### src/rtl/fifo_test_pkg.sv
// Constants and types shared by the FIFO loopback write generator and read checker.
// Both sides must agree on burst length and pattern base or the checker will flag errors.
package fifo_test_pkg;

   localparam int unsigned DATA_W        = 16;
   localparam int unsigned DEF_BURST_LEN = 1536;
   localparam logic [DATA_W-1:0] DEF_PAT_BASE = 16'd0;

   typedef enum logic [2:0] {
      IDLE  = 3'd0,
      INIT  = 3'd1,
      WRITE = 3'd2,
      PAUSE = 3'd3,
      DONE  = 3'd4
   } wr_state_e;

   // Next pattern word; wraps modulo 2^DATA_W.
   function automatic logic [DATA_W-1:0] inc_word(input logic [DATA_W-1:0] w);
      return w + DATA_W'(1);
   endfunction

endpackage

### src/rtl/fifo_wr_gen_if.sv
// FIFO write-port bundle: enable/data towards the FIFO, reset-busy and fill flags back.
// master = traffic generator, slave = FIFO write side.
interface fifo_wr_gen_if;
   import fifo_test_pkg::*;

   logic              fifo_wr_en;
   logic [DATA_W-1:0] fifo_wr_data;
   logic              wr_rst_busy;
   logic              full;
   logic              almost_full;
   logic              prog_full;

   modport master (
      output fifo_wr_en,
      output fifo_wr_data,
      input  wr_rst_busy,
      input  full,
      input  almost_full,
      input  prog_full
   );

   modport slave (
      input  fifo_wr_en,
      input  fifo_wr_data,
      output wr_rst_busy,
      output full,
      output almost_full,
      output prog_full
   );

endinterface

### src/rtl/fifo_init_wait.sv
// Settling counter: ready_o is high once INIT_WAIT consecutive enabled cycles have seen
// wr_rst_busy low; any busy cycle or leaving the enabled state restarts the count.
module fifo_init_wait #(
   parameter int unsigned INIT_WAIT = 10
) (
   input  logic wr_clk,
   input  logic rst,
   input  logic en_i,
   input  logic wr_rst_busy_i,
   output logic ready_o
);

   localparam int unsigned CW = $clog2(INIT_WAIT + 2);
   localparam logic [CW-1:0] LAST = CW'((INIT_WAIT > 0) ? INIT_WAIT - 1 : 0);

   logic [CW-1:0] cnt_q;

   assign ready_o = en_i & ~wr_rst_busy_i & (cnt_q >= LAST);

   always_ff @(posedge wr_clk) begin
      if (rst) begin
         cnt_q <= '0;
      end else if (!en_i || wr_rst_busy_i || ready_o) begin
         cnt_q <= '0;
      end else begin
         cnt_q <= cnt_q + CW'(1);
      end
   end

endmodule

### src/rtl/fifo_wr_gen.sv
// Writes BURST_LEN incrementing words per start into a FIFO; write decision is zero-latency
// from registered state, and almost_full/prog_full/full/wr_rst_busy all block writes at once.
module fifo_wr_gen
   import fifo_test_pkg::*;
#(
   parameter int unsigned       BURST_LEN = DEF_BURST_LEN,
   parameter logic [DATA_W-1:0] PAT_BASE  = DEF_PAT_BASE,
   parameter int unsigned       INIT_WAIT = 10
) (
   input  logic              wr_clk,
   input  logic              rst,
   input  logic              start,
   fifo_wr_gen_if.master     fifo,
   output logic              busy,
   output logic              done,
   output logic [DATA_W-1:0] wr_cnt
);

   localparam logic [DATA_W-1:0] LAST_CNT = DATA_W'(BURST_LEN - 1);

   wr_state_e         state_q;
   logic [DATA_W-1:0] data_q;
   logic [DATA_W-1:0] cnt_q;
   logic              busy_q;
   logic              done_q;
   logic              wr_en;
   logic              fill_stop;
   logic              init_ready;

   // The almost_full slot is deliberately left unused so the FIFO can never overflow.
   assign fill_stop = fifo.almost_full | fifo.prog_full;
   assign wr_en     = (state_q == WRITE) & ~fifo.full & ~fill_stop & ~fifo.wr_rst_busy;

   assign fifo.fifo_wr_en   = wr_en;
   assign fifo.fifo_wr_data = data_q;
   assign busy              = busy_q;
   assign done              = done_q;
   assign wr_cnt            = cnt_q;

   fifo_init_wait #(
      .INIT_WAIT (INIT_WAIT)
   ) u_init_wait (
      .wr_clk        (wr_clk),
      .rst           (rst),
      .en_i          (state_q == INIT),
      .wr_rst_busy_i (fifo.wr_rst_busy),
      .ready_o       (init_ready)
   );

   always_ff @(posedge wr_clk) begin
      if (rst) begin
         state_q <= IDLE;
         data_q  <= PAT_BASE;
         cnt_q   <= '0;
         busy_q  <= 1'b0;
         done_q  <= 1'b0;
      end else begin
         if (wr_en) begin
            data_q <= inc_word(data_q);
            cnt_q  <= cnt_q + DATA_W'(1);
         end

         case (state_q)
            IDLE: begin
               if (start) begin
                  state_q <= INIT;
                  data_q  <= PAT_BASE;
                  cnt_q   <= '0;
                  busy_q  <= 1'b1;
               end
            end
            INIT: begin
               if (init_ready) begin
                  state_q <= WRITE;
               end
            end
            WRITE: begin
               // Data and count are kept across a FIFO reset so the burst resumes in place.
               if (fifo.wr_rst_busy) begin
                  state_q <= INIT;
               end else if (wr_en && (cnt_q == LAST_CNT)) begin
                  state_q <= DONE;
                  done_q  <= 1'b1;
               end else if (fill_stop) begin
                  state_q <= PAUSE;
               end
            end
            PAUSE: begin
               if (fifo.wr_rst_busy) begin
                  state_q <= INIT;
               end else if (!fill_stop) begin
                  state_q <= WRITE;
               end
            end
            DONE: begin
               state_q <= IDLE;
               done_q  <= 1'b0;
               busy_q  <= 1'b0;
            end
            default: begin
               state_q <= IDLE;
               done_q  <= 1'b0;
               busy_q  <= 1'b0;
            end
         endcase
      end
   end

endmodule

### src/flat_wrapper.sv
// flat-port wrapper written by rule: the top's interface ports become plain ports
module fifo_wr_gen_flat import fifo_test_pkg::*;
#(
   parameter int unsigned       BURST_LEN = DEF_BURST_LEN,
   parameter logic [DATA_W-1:0] PAT_BASE  = DEF_PAT_BASE,
   parameter int unsigned       INIT_WAIT = 10
)
  (wr_clk, rst, start, busy, done, wr_cnt, fifo_fifo_wr_en, fifo_fifo_wr_data, fifo_wr_rst_busy, fifo_full, fifo_almost_full, fifo_prog_full);
  fifo_wr_gen_if fifo_i ();
  input  logic wr_clk;
  input  logic rst;
  input  logic start;
  output logic busy;
  output logic done;
  output logic [DATA_W-1:0] wr_cnt;
  output wire logic [$bits(fifo_i.fifo_wr_en)-1:0] fifo_fifo_wr_en;
  output wire logic [$bits(fifo_i.fifo_wr_data)-1:0] fifo_fifo_wr_data;
  input wire logic [$bits(fifo_i.wr_rst_busy)-1:0] fifo_wr_rst_busy;
  input wire logic [$bits(fifo_i.full)-1:0] fifo_full;
  input wire logic [$bits(fifo_i.almost_full)-1:0] fifo_almost_full;
  input wire logic [$bits(fifo_i.prog_full)-1:0] fifo_prog_full;
  assign fifo_fifo_wr_en = fifo_i.fifo_wr_en;
  assign fifo_fifo_wr_data = fifo_i.fifo_wr_data;
  assign fifo_i.wr_rst_busy = fifo_wr_rst_busy;
  assign fifo_i.full = fifo_full;
  assign fifo_i.almost_full = fifo_almost_full;
  assign fifo_i.prog_full = fifo_prog_full;
  fifo_wr_gen #(.BURST_LEN(BURST_LEN), .PAT_BASE(PAT_BASE), .INIT_WAIT(INIT_WAIT)) u_core (.wr_clk(wr_clk), .rst(rst), .start(start), .fifo(fifo_i), .busy(busy), .done(done), .wr_cnt(wr_cnt));
endmodule
### config.mk
export PLATFORM = sky130hd
export DESIGN_NAME = fifo_wr_gen_flat
export DESIGN_NICKNAME = d
export VERILOG_FILES = /design/src/rtl/fifo_test_pkg.sv /design/src/rtl/fifo_wr_gen_if.sv /design/src/rtl/fifo_init_wait.sv /design/src/rtl/fifo_wr_gen.sv /design/src/flat_wrapper.sv
export SDC_FILE = /design/constraint.sdc
export NUM_CORES = 1
export LEC_CHECK = 0
export BUFFER_PORTS_ARGS = -buffer_cell sky130_fd_sc_hd__buf_2
export CAP_MARGIN = 0
export CELL_PAD_IN_SITES_DETAIL_PLACEMENT = 1
export CELL_PAD_IN_SITES_GLOBAL_PLACEMENT = 1
export CORE_AREA = 5 5 87 89
export CTS_CLUSTER_SIZE = 25
export DETAILED_ROUTE_END_ITERATION = 8
export DIE_AREA = 0 0 92 94
export PLACE_DENSITY_LB_ADDON = 0.15
export SLEW_MARGIN = 20
export SYNTH_ARGS = -nofsm -noshare
export SYNTH_HDL_FRONTEND = slang
export SYNTH_HIERARCHICAL = 1
export SYNTH_SLANG_ARGS = --single-unit
### constraint.sdc
create_clock -name wr_clk -period 2.7 [get_ports wr_clk]
set_input_delay 0.135 -clock wr_clk [delete_from_list [all_inputs] [get_ports wr_clk]]
set_output_delay 0.135 -clock wr_clk [all_outputs]
set_load 0.01 [all_outputs]
==> results of run 1 <==
-- metal layers --
metal | part of all wire | vias to the layer above | GRT usage
li1 | - | 912 | -
met1 | 0.50 | 897 | 0.1611
met2 | 0.44 | 32 | 0.1953
met3 | 0.049 | 5 | 0.04006
met4 | 0.014 | 0 | 0.04455
met5 | 0 | - | 0
-- power by group --
part / total [mW] / switching (mW) / internal [mW]
Combinational: 0.0488 / 0.0328 / 0.0160
Clock: 0.435 / 0.227 / 0.208
Sequential: 0.613 / 0.00519 / 0.608
-- worst register-to-register path: stages (launching register included) --
cell,delay [ps]
dfxtp_1,430
or3b_1,530
or4_1,710
or4_1,450
a21oi_1,140
-- cells in the final DEF, fill, tap and decap left out, types with 5 or more instances in the layout --
cell type  netlist  routed
xor2_1           5       5
and4_1           5       5
a21oi_1         19      19
ha_1             5       5
o21ai_0         17      17
xnor2_1          9       9
nand3_1         10      10
or4_1            5       5
nor2_1          20      20
buf_2            1      41
inv_1            8       8
nor4_1           9       9
dfxtp_1         41      41
nand2_1         12      12
nand4_1         11      11
clkbuf_8         0       6
or3_1           15      15
-- area by class of cell --
cell class	instances	area, um^2	share of cell area
Multi-Input combinational cell	170	1047	0.4502
Sequential cell	41	820.8	0.3529
Timing Repair Buffer	44	227.7	0.09790
Tap cell	80	100.1	0.04303
Clock buffer	6	82.58	0.03550
Inverter	9	33.78	0.01452
Clock inverter	2	13.76	0.005917
-- final timing paths --
kind	startpoint	end	slack (ps)	cells past startpoint
worst max-delay path	u_core/state_q[1]$_SDFFE_PP0P_	u_core/fifo.fifo_wr_data[15]$_SDFF_PP0_	380	4
worst min-delay path	rst	u_core/done$_SDFFE_PP0P_	90	2
worst max register to register	u_core/state_q[1]$_SDFFE_PP0P_	u_core/fifo.fifo_wr_data[15]$_SDFF_PP0_	380	4
worst min register to register	u_core/done$_SDFFE_PP0P_	u_core/done$_SDFFE_PP0P_	480	2
-- registers in the layout (all words and copies together) (netlist names) --
| signal | cells |
|---|---|
| u_core/busy | 1 |
| u_core/state_q | 3 |
| u_core/fifo.fifo_wr_data | 16 |
| u_core/u_init_wait/cnt_q | 4 |
| u_core/done | 1 |
| u_core/wr_cnt | 16 |
-- logic make-up (layout without fill, tap and decap cells) --
family | count (synthesis) | after routing | synth area share
multiplexers | 3 | 3 | 0.01543
XOR/XNOR | 14 | 14 | 0.06302
AO/OA/AOI/OAI | 40 | 40 | 0.1080
adder cells (fa/ha/maj) | 5 | 5 | 0.03215
buffers and inverters | 18 | 61 | 0.03986
flip-flops | 41 | 41 | 0.4219
AND/OR/NAND/NOR | 108 | 108 | 0.3196
==> results.md, run 1 <==
* Status: finished clean
* Area Overhead vs Synth at 19.55%
* Mean Syn Cell Area at 8.496 um^2
* Top cells by instance count after synthesis: dfxtp_1 (41), nor2_1 (20), a21oi_1 (19)
* Post-synth top flop: dfxtp_1
* Row Count at 30
* Initial antenna violation count at 0
* Most frequent cell after synthesis: dfxtp_1
* Placed cells at 344
* Register bit total from synthesis at 41
* Fmax at 430.4 MHz
* Crit-path most repeated cell: or4_1
* Leak at 0.8656 nW
* Gr ovfl total at 0
* Antenna-violating nets left at 0
* Via/cell ratio at 5.244
* Startpoint types: register
* Skew-Pair Late Insertion Delay at 300 ps
* # diodes at 0
* Core Area at 6681 um^2
* Layout cell share with drive strength beyond 1 at 0.2022
* Crit path kind: reg2reg
* Final core occ at 0.3481
* Clock buffer depth at 2
* Drt drc at 0
* Async SR Flop Fraction at 0
* Cts hold-fix bufs at 0
* CP Max Fanout at 9
* Worst hold slack at 91.50 ps
* Worst path slowest cell: or4_1
* RSZ-0062 raised after global routing: no
* Crit-path cells: or3b_1 > or4_1 > or4_1 > a21oi_1
* DP Worst Slack at 394.3 ps
* Num CTS Buffers at 5
* Largest net degree at the start of global routing at 32
* Crit path buf inv count at 0
* Final Total Pwr at 1.097 mW
* Fill cells at 842
* YS warnings at 6
* Largest area contributor in the netlist: dfxtp_1
* Critical path required time at 2930 ps
* Endpoint class of the critical path: register
* Max-cap violations at 0
* Die area at 8648 um^2
* First-pass iteration count of the detailed router at 4
* Yosys top cell area share at 0.4219
* Max Slew Vio Count at 0
* Placement-stage cell area at 2230 um^2
* Post-CTS Repair Setup Buffers at 0
* # IOs at 42
* H-tree lvl count at 2
* Hold Crit Class: in2reg
* # setup viols final at 0
* CTS clk-pin slew, worst paths at 90 ps
* Sequential share of the synthesized area at 0.4219
* Netlist cell types at 36
* Root buf cell: clkbuf_8
* First-pass GRT wire length at 8618 um
* # nets final at 283
* Final TNS setup at 0 ps
* Post-CTS sizing at 0
* I/O Buffers at 41
* DP HPWL at 3860 um
* Finished Layout Cells at 352
* Top delay family on crit path: simple AND/OR/NAND/NOR gates
* GPL Wtd Cong at 0.6799
* Worst path max stage delay at 710 ps
* Routed WL at 5213 um
* CTS tree: built
* Synthesized Nets at 241
* Pwr/cell area at 471.6 nW/um^2
* Period utilization at 0.8604
* Die Ht at 94 um
* Vias in the first global route at 1,793
* DR vias at 1,846
* Final Worst Setup Slack at 376.8 ps
* VDD IR max at 208.2 uV
* Post-synth EDFFs at 0
* Setup Skew at 10.18 ps
* Worst Max-Slew Pin Slew at 621.1 ps
* Mapped Cells at 229
* Clk sinks at 41
* 1st-iter DRT viols at 46
* Worst-case headroom to the max-slew limit at 0.5859
* Top post-synthesis cells by area: dfxtp_1 (42%), a21oi_1 (4.9%), or3_1 (4.8%)
* Fin area at 2326 um^2
* Hold Violations, Final at 0
* Initial core utilization at 0.2912
* Die span in x at 92 um
* Minimum clock period after layout at 2323 ps
* Wire length per cell at 14.81 um
* Area of the mapped netlist at 1946 um^2
* Critical path arrival at 2550 ps
* Total GRT Usage at 0.1248
No activity file was read; power rests on OpenSTA's default activity.
==> inputs of run 2 (changes only) <==
--- a/config.mk
+++ b/config.mk
@@ -9,10 +9,10 @@
 export CAP_MARGIN = 0
 export CELL_PAD_IN_SITES_DETAIL_PLACEMENT = 1
 export CELL_PAD_IN_SITES_GLOBAL_PLACEMENT = 1
-export CORE_AREA = 5 5 87 89
+export CORE_AREA = 2 2 96 75
 export CTS_CLUSTER_SIZE = 25
 export DETAILED_ROUTE_END_ITERATION = 8
-export DIE_AREA = 0 0 92 94
+export DIE_AREA = 0 0 98 77
 export PLACE_DENSITY_LB_ADDON = 0.15
 export SLEW_MARGIN = 20
 export SYNTH_ARGS = -nofsm -noshare
==> constraint.sdc (replaced) <==
create_clock -name wr_clk -period 2.4 [get_ports wr_clk]
set_input_delay 0.12 -clock wr_clk [delete_from_list [all_inputs] [get_ports wr_clk]]
set_output_delay 0.12 -clock wr_clk [all_outputs]
set_load 0.01 [all_outputs]
==> run 2 against run 1 <==
Net effect:
- worst hold slack gained 7.9 ps
- sequential power grew 13%
- total power grew 22%
- final cell count grew 2.0%
- register-to-register slack lost 180 ps
- via count shrank 1.4%
- largest cell class unchanged
- largest power group unchanged
==> results.md, run 2 (synthesis results as in run 1) <==
* Status: finished clean
* Gr ovfl total at 0 (unchanged)
* Final TNS setup at 0 ps (unchanged)
* Crit path buf inv count at 0 (unchanged)
* Worst-case headroom to the max-slew limit at 0.5649 (-0.02108)
* Via/cell ratio at 5.072 (-3.3%)
* Drt drc at 0 (unchanged)
* Worst path max stage delay at 670 ps (-40 ps)
* I/O Buffers at 41 (unchanged)
* Placement-stage cell area at 2257 um^2 (+1.2%)
* FF-to-FF End: u_core/fifo.fifo_wr_data[15]$_SDFF_PP0_
* H-tree lvl count at 2 (unchanged)
* Routed WL at 5143 um (-1.3%)
* Num CTS Buffers at 5 (unchanged)
* Antenna-violating nets left at 0 (unchanged)
* 1st-iter DRT viols at 82 (+78%)
* VDD IR max at 256.4 uV (+23%)
* Startpoint types: register
* FF-to-FF Start: u_core/state_q[1]$_SDFFE_PP0P_
* Wire length per cell at 14.33 um (-3.3%)
* # nets final at 286 (+1.1%)
* Worst Max-Slew Pin Slew at 652.7 ps (+31.62 ps)
* First-pass iteration count of the detailed router at 4 (unchanged)
* Row Count at 26 (-13%)
* # diodes at 0 (unchanged)
* Top delay family on crit path: simple AND/OR/NAND/NOR gates
* First-pass GRT wire length at 8687 um (+0.80%)
* WHS Path Cells at 2 (unchanged)
* CTS clk-pin slew, worst paths at 90 ps (about the same)
* Post-CTS Repair Setup Buffers at 0 (unchanged)
* Hold Violations, Final at 0 (unchanged)
* Initial core utilization at 0.2946 (+0.003421)
* Period utilization at 0.9174 (+0.05694)
* Hold Crit Class: in2reg
* GPL Wtd Cong at 0.7530 (+11%)
* Max-cap violations at 0 (unchanged)
* RSZ-0062 raised after global routing: no
* Layout cell share with drive strength beyond 1 at 0.2109 (+0.008703)
* Worst path slowest cell: or4_1
* # setup viols final at 0 (unchanged)
* Commonest cells after routing, fill and taps aside: buf_2 (41), dfxtp_1 (41), nor2_1 (20)
* Critical path required time at 2630 ps (-300 ps)
* Vias in the first global route at 1,764 (-1.6%)
* Core Area at 6604 um^2 (-1.2%)
* R2R setup slack at 200 ps (-180 ps)
* Crit path kind: reg2reg
* DP HPWL at 3827 um (-0.86%)
* Crit path to: u_core/fifo.fifo_wr_data[15]$_SDFF_PP0_
* DR vias at 1,821 (-1.4%)
* Crit-path most repeated cell: or4_1
* Pwr/cell area at 562.5 nW/um^2 (+19%)
* Area Overhead vs Synth at 22.19%
* Origin of the worst setup path: u_core/state_q[1]$_SDFFE_PP0P_
* Final core occ at 0.3600 (+0.01186)
* Skew-Pair Late Insertion Delay at 300 ps (about the same)
* Setup Skew at 10.40 ps (+0.2220 ps)
* Initial antenna violation count at 0 (unchanged)
* CP Max Fanout at 9 (unchanged)
* Clock buffer depth at 2 (unchanged)
* Clk sinks at 41 (unchanged)
* Cts hold-fix bufs at 0 (unchanged)
* Die area at 7546 um^2 (-13%)
* Die Ht at 77 um (-18%)
* # IOs at 42 (unchanged)
* Crit-path cells: or3b_1 > or4_1 > or4_1 > a21oi_1
* Die span in x at 98 um (+6.5%)
* CTS tree: built
* Stages on worst setup path at 4 (unchanged)
* Post-CTS sizing at 0 (unchanged)
* Total GRT Usage at 0.1414 (+0.01654)
* Fin area at 2377 um^2 (+2.2%)
* Leak at 0.8870 nW (+2.5%)
* Largest net degree at the start of global routing at 32 (unchanged)
* Fmax at 454.2 MHz (+5.5%)
* Endpoint class of the critical path: register
* Critical path arrival at 2430 ps (-120 ps)
* Root buf cell: clkbuf_8
* Minimum clock period after layout at 2202 ps (-121.5 ps)
* Final Worst Setup Slack at 198.3 ps (-178.5 ps)
* DP Worst Slack at 206.7 ps (-187.6 ps)
* Worst r2r path cells at 4 (unchanged)
* Max Slew Vio Count at 0 (unchanged)
==> run 2: cell count changes in the layout (fill, tap and decap cells not counted), sizes merged <==
cell | before | now
buf | 44 | 47
clkinv | 2 | 0
bufinv | 0 | 1
clkinvlp | 0 | 1
==> run 2: power by group <==
| group | switching (mW) | internal [mW] | leakage, nW |
|---|---|---|---|
| Sequential | 0.00577 | 0.684 | 0.331 |
| Clock | 0.253 | 0.338 | 0.0574 |
| Combinational | 0.0374 | 0.0188 | 0.499 |
==> run 2: how the worst min path moves through the flow <==
| stage | slack (ps) | end | from |
|---|---|---|---|
| 2_1_floorplan | 190 | u_core/done$_SDFFE_PP0P_ | rst |
| 3_3_place_gp | 410 | u_core/done$_SDFFE_PP0P_ | rst |
| 3_5_place_dp | 410 | u_core/busy$_SDFFE_PP0P_ | rst |
| 4_1_cts | 90 | u_core/busy$_SDFFE_PP0P_ | rst |
| 5_1_grt | 110 | u_core/busy$_SDFFE_PP0P_ | rst |
| 6_report | 100 | u_core/busy$_SDFFE_PP0P_ | rst |
==> run 2: layout make-up <==
cell class / instances / area (um^2)
inverter: 9 / 33.78
tap: 84 / 105.1
clock buffer: 6 / 82.58
clock inverter: 2 / 37.54
timing repair buffer: 47 / 250.2
fill: 804 / 4227
sequential: 41 / 820.8
multi-input combinational: 170 / 1047
==> run 2: worst reg2reg max path: cells and delay by family, from the launching register on <==
| kind | cells | cell delay (ps) |
|---|---|---|
| AND/OR/NAND/NOR | 3 | 1550 |
| AO/OA/AOI/OAI | 1 | 140 |
| flip-flops | 1 | 450 |
==> run 2: per-stage QoR <==
stage,cells,power (mW),hold slack (ps)
floorplan,229,0.7398,189.1
global placement,351,0.7628,407.8
detailed placement,351,0.7630,414.6
CTS,359,1.362,94.93
global route,359,1.400,111.1
finish,359,1.337,99.44
==> run 2: layer usage <==
layer  part of all wire  track usage  up-vias
met5                  0            0        -
met4              0.011      0.04583        0
met3              0.049      0.03920        5
met2               0.40       0.2000       33
met1               0.54       0.2057      855
li1                   -            -      928
==> inputs of run 3 (changes only) <==
--- a/config.mk
+++ b/config.mk
@@ -14,6 +14,7 @@
 export DETAILED_ROUTE_END_ITERATION = 8
 export DIE_AREA = 0 0 98 77
 export PLACE_DENSITY_LB_ADDON = 0.15
+export REMOVE_ABC_BUFFERS = 1
 export SLEW_MARGIN = 20
 export SYNTH_ARGS = -nofsm -noshare
 export SYNTH_HDL_FRONTEND = slang
==> run 3 against run 2 <==
Net effect:
- sequential share of layout area is 0.33 points higher
- register-to-register slack worse by 30 ps
- setup slack worse by 33 ps
- core utilization is 0.34 points lower
- critical path depth stayed put
- sequential cell count stayed put
- worst hold slack worse by 25 ps
- critical path type unchanged
- largest cell class unchanged
==> results.md, run 3 (synthesis results as in run 1) <==
* Endpoint class of the critical path: register
* Initial antenna violation count at 0 (unchanged)
* Period utilization at 0.9310 (+0.01362)
* 1st-iter DRT viols at 50 (-39%)
* Drt drc at 0 (unchanged)
* Total GRT Usage at 0.1386 (-0.002733)
* Skew-Pair Late Insertion Delay at 290 ps (about the same)
* Register area at 820.8 um^2 (unchanged)
* Largest net degree at the start of global routing at 32 (unchanged)
* Hold endpoint: u_core/done$_SDFFE_PP0P_
* DR vias at 1,797 (-1.3%)
* FF-to-FF End: u_core/fifo.fifo_wr_data[12]$_SDFF_PP0_
* CTS tree: built
* Row Count at 26 (unchanged)
* Commonest cells after routing, fill and taps aside: buf_2 (41), dfxtp_1 (41), nor2_1 (20)
* FF-to-FF Start: u_core/state_q[1]$_SDFFE_PP0P_
* Crit path kind: reg2reg
* Clk sinks at 41 (unchanged)
* # diodes at 0 (unchanged)
* Die span in x at 98 um (unchanged)
* First-pass iteration count of the detailed router at 4 (unchanged)
* Startpoint types: register
* Clock buffer depth at 2 (unchanged)
* Final core occ at 0.3566 (-0.003411)
* Initial core utilization at 0.2946 (unchanged)
* Fmax at 447.5 MHz (-1.5%)
* Hold Violations, Final at 0 (unchanged)
* Pwr/cell area at 529.9 nW/um^2 (-5.8%)
* Hold Crit Class: in2reg
* Critical path arrival at 2450 ps (+20 ps)
* Gr ovfl total at 0 (unchanged)
* Max-cap violations at 0 (unchanged)
* Root buf cell: clkbuf_8
* Setup Skew at 6.774 ps (-3.625 ps)
* H-tree lvl count at 2 (unchanged)
* CP Max Fanout at 8 (-1)
* Routed WL at 5018 um (-2.4%)
* Wire length per cell at 14.02 um (-2.2%)
* Die Ht at 77 um (unchanged)
* CTS clk-pin slew, worst paths at 80 ps (about the same)
* Minimum clock period after layout at 2234 ps (+32.69 ps)
* # nets final at 285 (-0.35%)
* Worst Max-Slew Pin Slew at 626.9 ps (-25.84 ps)
* Multi-input gate area in the final layout at 1051 um^2 (+0.36%)
* GPL Wtd Cong at 0.7685 (+2.1%)
* I/O Buffers at 41 (unchanged)
* DP HPWL at 3664 um (-4.3%)
* Vias in the first global route at 1,758 (-0.34%)
* Via/cell ratio at 5.020 (-1.0%)
* Post-CTS Repair Setup Buffers at 0 (unchanged)
* VDD IR max at 155.5 uV (-39%)
* Worst-case headroom to the max-slew limit at 0.5821 (+0.01723)
* Num CTS Buffers at 5 (unchanged)
* Cts hold-fix bufs at 0 (unchanged)
* Critical path required time at 2620 ps (about the same)
* Layout cell share with drive strength beyond 1 at 0.2117 (+0.0007697)
* Status: finished clean
* Leak at 0.8800 nW (-0.79%)
* Fill cells at 805 (+0.12%)
* WHS Path Cells at 2 (unchanged)
* RSZ-0062 raised after global routing: no
* Hold path start: rst
* Max Slew Vio Count at 0 (unchanged)
* Final TNS setup at 0 ps (unchanged)
* Core Area at 6604 um^2 (unchanged)
* Die area at 7546 um^2 (unchanged)
* R2R setup slack at 170 ps (-30 ps)
* # IOs at 42 (unchanged)
* Area Overhead vs Synth at 21.03%
* Antenna-violating nets left at 0 (unchanged)
* Worst r2r path cells at 4 (unchanged)
* First-pass GRT wire length at 8528 um (-1.8%)
* # setup viols final at 0 (unchanged)
run 3: timing repair:
| item | CTS | global route |
|---|---|---|
| endpoints found under the setup margin | 0 | 1 |
| resized for setup | 0 | 1 |
| hold endpoints to repair | 0 | 0 |
run 3: metrics by stage:
stage / total power, mW / setup slack [ps] / hold slack (ps) / cell area, um^2 / instances
2_1_floorplan: 0.7359 / 299.7 / 189.1 / 1902 / 220
6_report: 1.248 / 165.6 / 74.55 / 2355 / 358
4_1_cts: 1.278 / 89.67 / 67.09 / 2351 / 358
3_3_place_gp: 0.7644 / 191.7 / 391.6 / 2250 / 350
5_1_grt: 1.309 / 36.17 / 96.25 / 2355 / 358
3_5_place_dp: 0.7638 / 132.8 / 390.3 / 2250 / 350
run 3: layer usage:
metal | wire, um | global-route usage
met4 | 53 | 0.04583
met2 | 2054 | 0.2068
met5 | 0 | 0
met3 | 206 | 0.03737
met1 | 2704 | 0.1930
run 3: layout make-up:
class                   count  share of cell area
clock inverters             1            0.002125
flip-flops and latches     41              0.3486
well taps                  84             0.04463
clock buffers               7             0.04091
inverters                   9             0.01435
repair buffers             46              0.1031
multi-input cells         170              0.4463
run 3: worst max path at each step:
stage	startpoint	endpoint	slack [ps]
6_report	u_core/state_q[1]$_SDFFE_PP0P_	u_core/fifo.fifo_wr_data[12]$_SDFF_PP0_	170
3_3_place_gp	u_core/state_q[1]$_SDFFE_PP0P_	u_core/fifo.fifo_wr_data[15]$_SDFF_PP0_	190
3_5_place_dp	u_core/state_q[1]$_SDFFE_PP0P_	u_core/fifo.fifo_wr_data[15]$_SDFF_PP0_	130
4_1_cts	u_core/state_q[1]$_SDFFE_PP0P_	u_core/fifo.fifo_wr_data[15]$_SDFF_PP0_	90
5_1_grt	u_core/state_q[1]$_SDFFE_PP0P_	u_core/fifo.fifo_wr_data[12]$_SDFF_PP0_	40
2_1_floorplan	u_core/state_q[1]$_SDFFE_PP0P_	u_core/fifo.fifo_wr_data[15]$_SDFF_PP0_	300
run 3: critical path, stage by stage (launching register included):
cell and delay (ps):
dfxtp_1 450, or3b_1 500, or4_1 670, or3_1 380, a21oi_1 150
run 3: report_power, final:
| part | switching, mW | internal, mW |
|---|---|---|
| Clock | 0.241 | 0.260 |
| Combinational | 0.0381 | 0.0187 |
| Sequential | 0.00591 | 0.684 |
| Total | 0.285 | 0.963 |
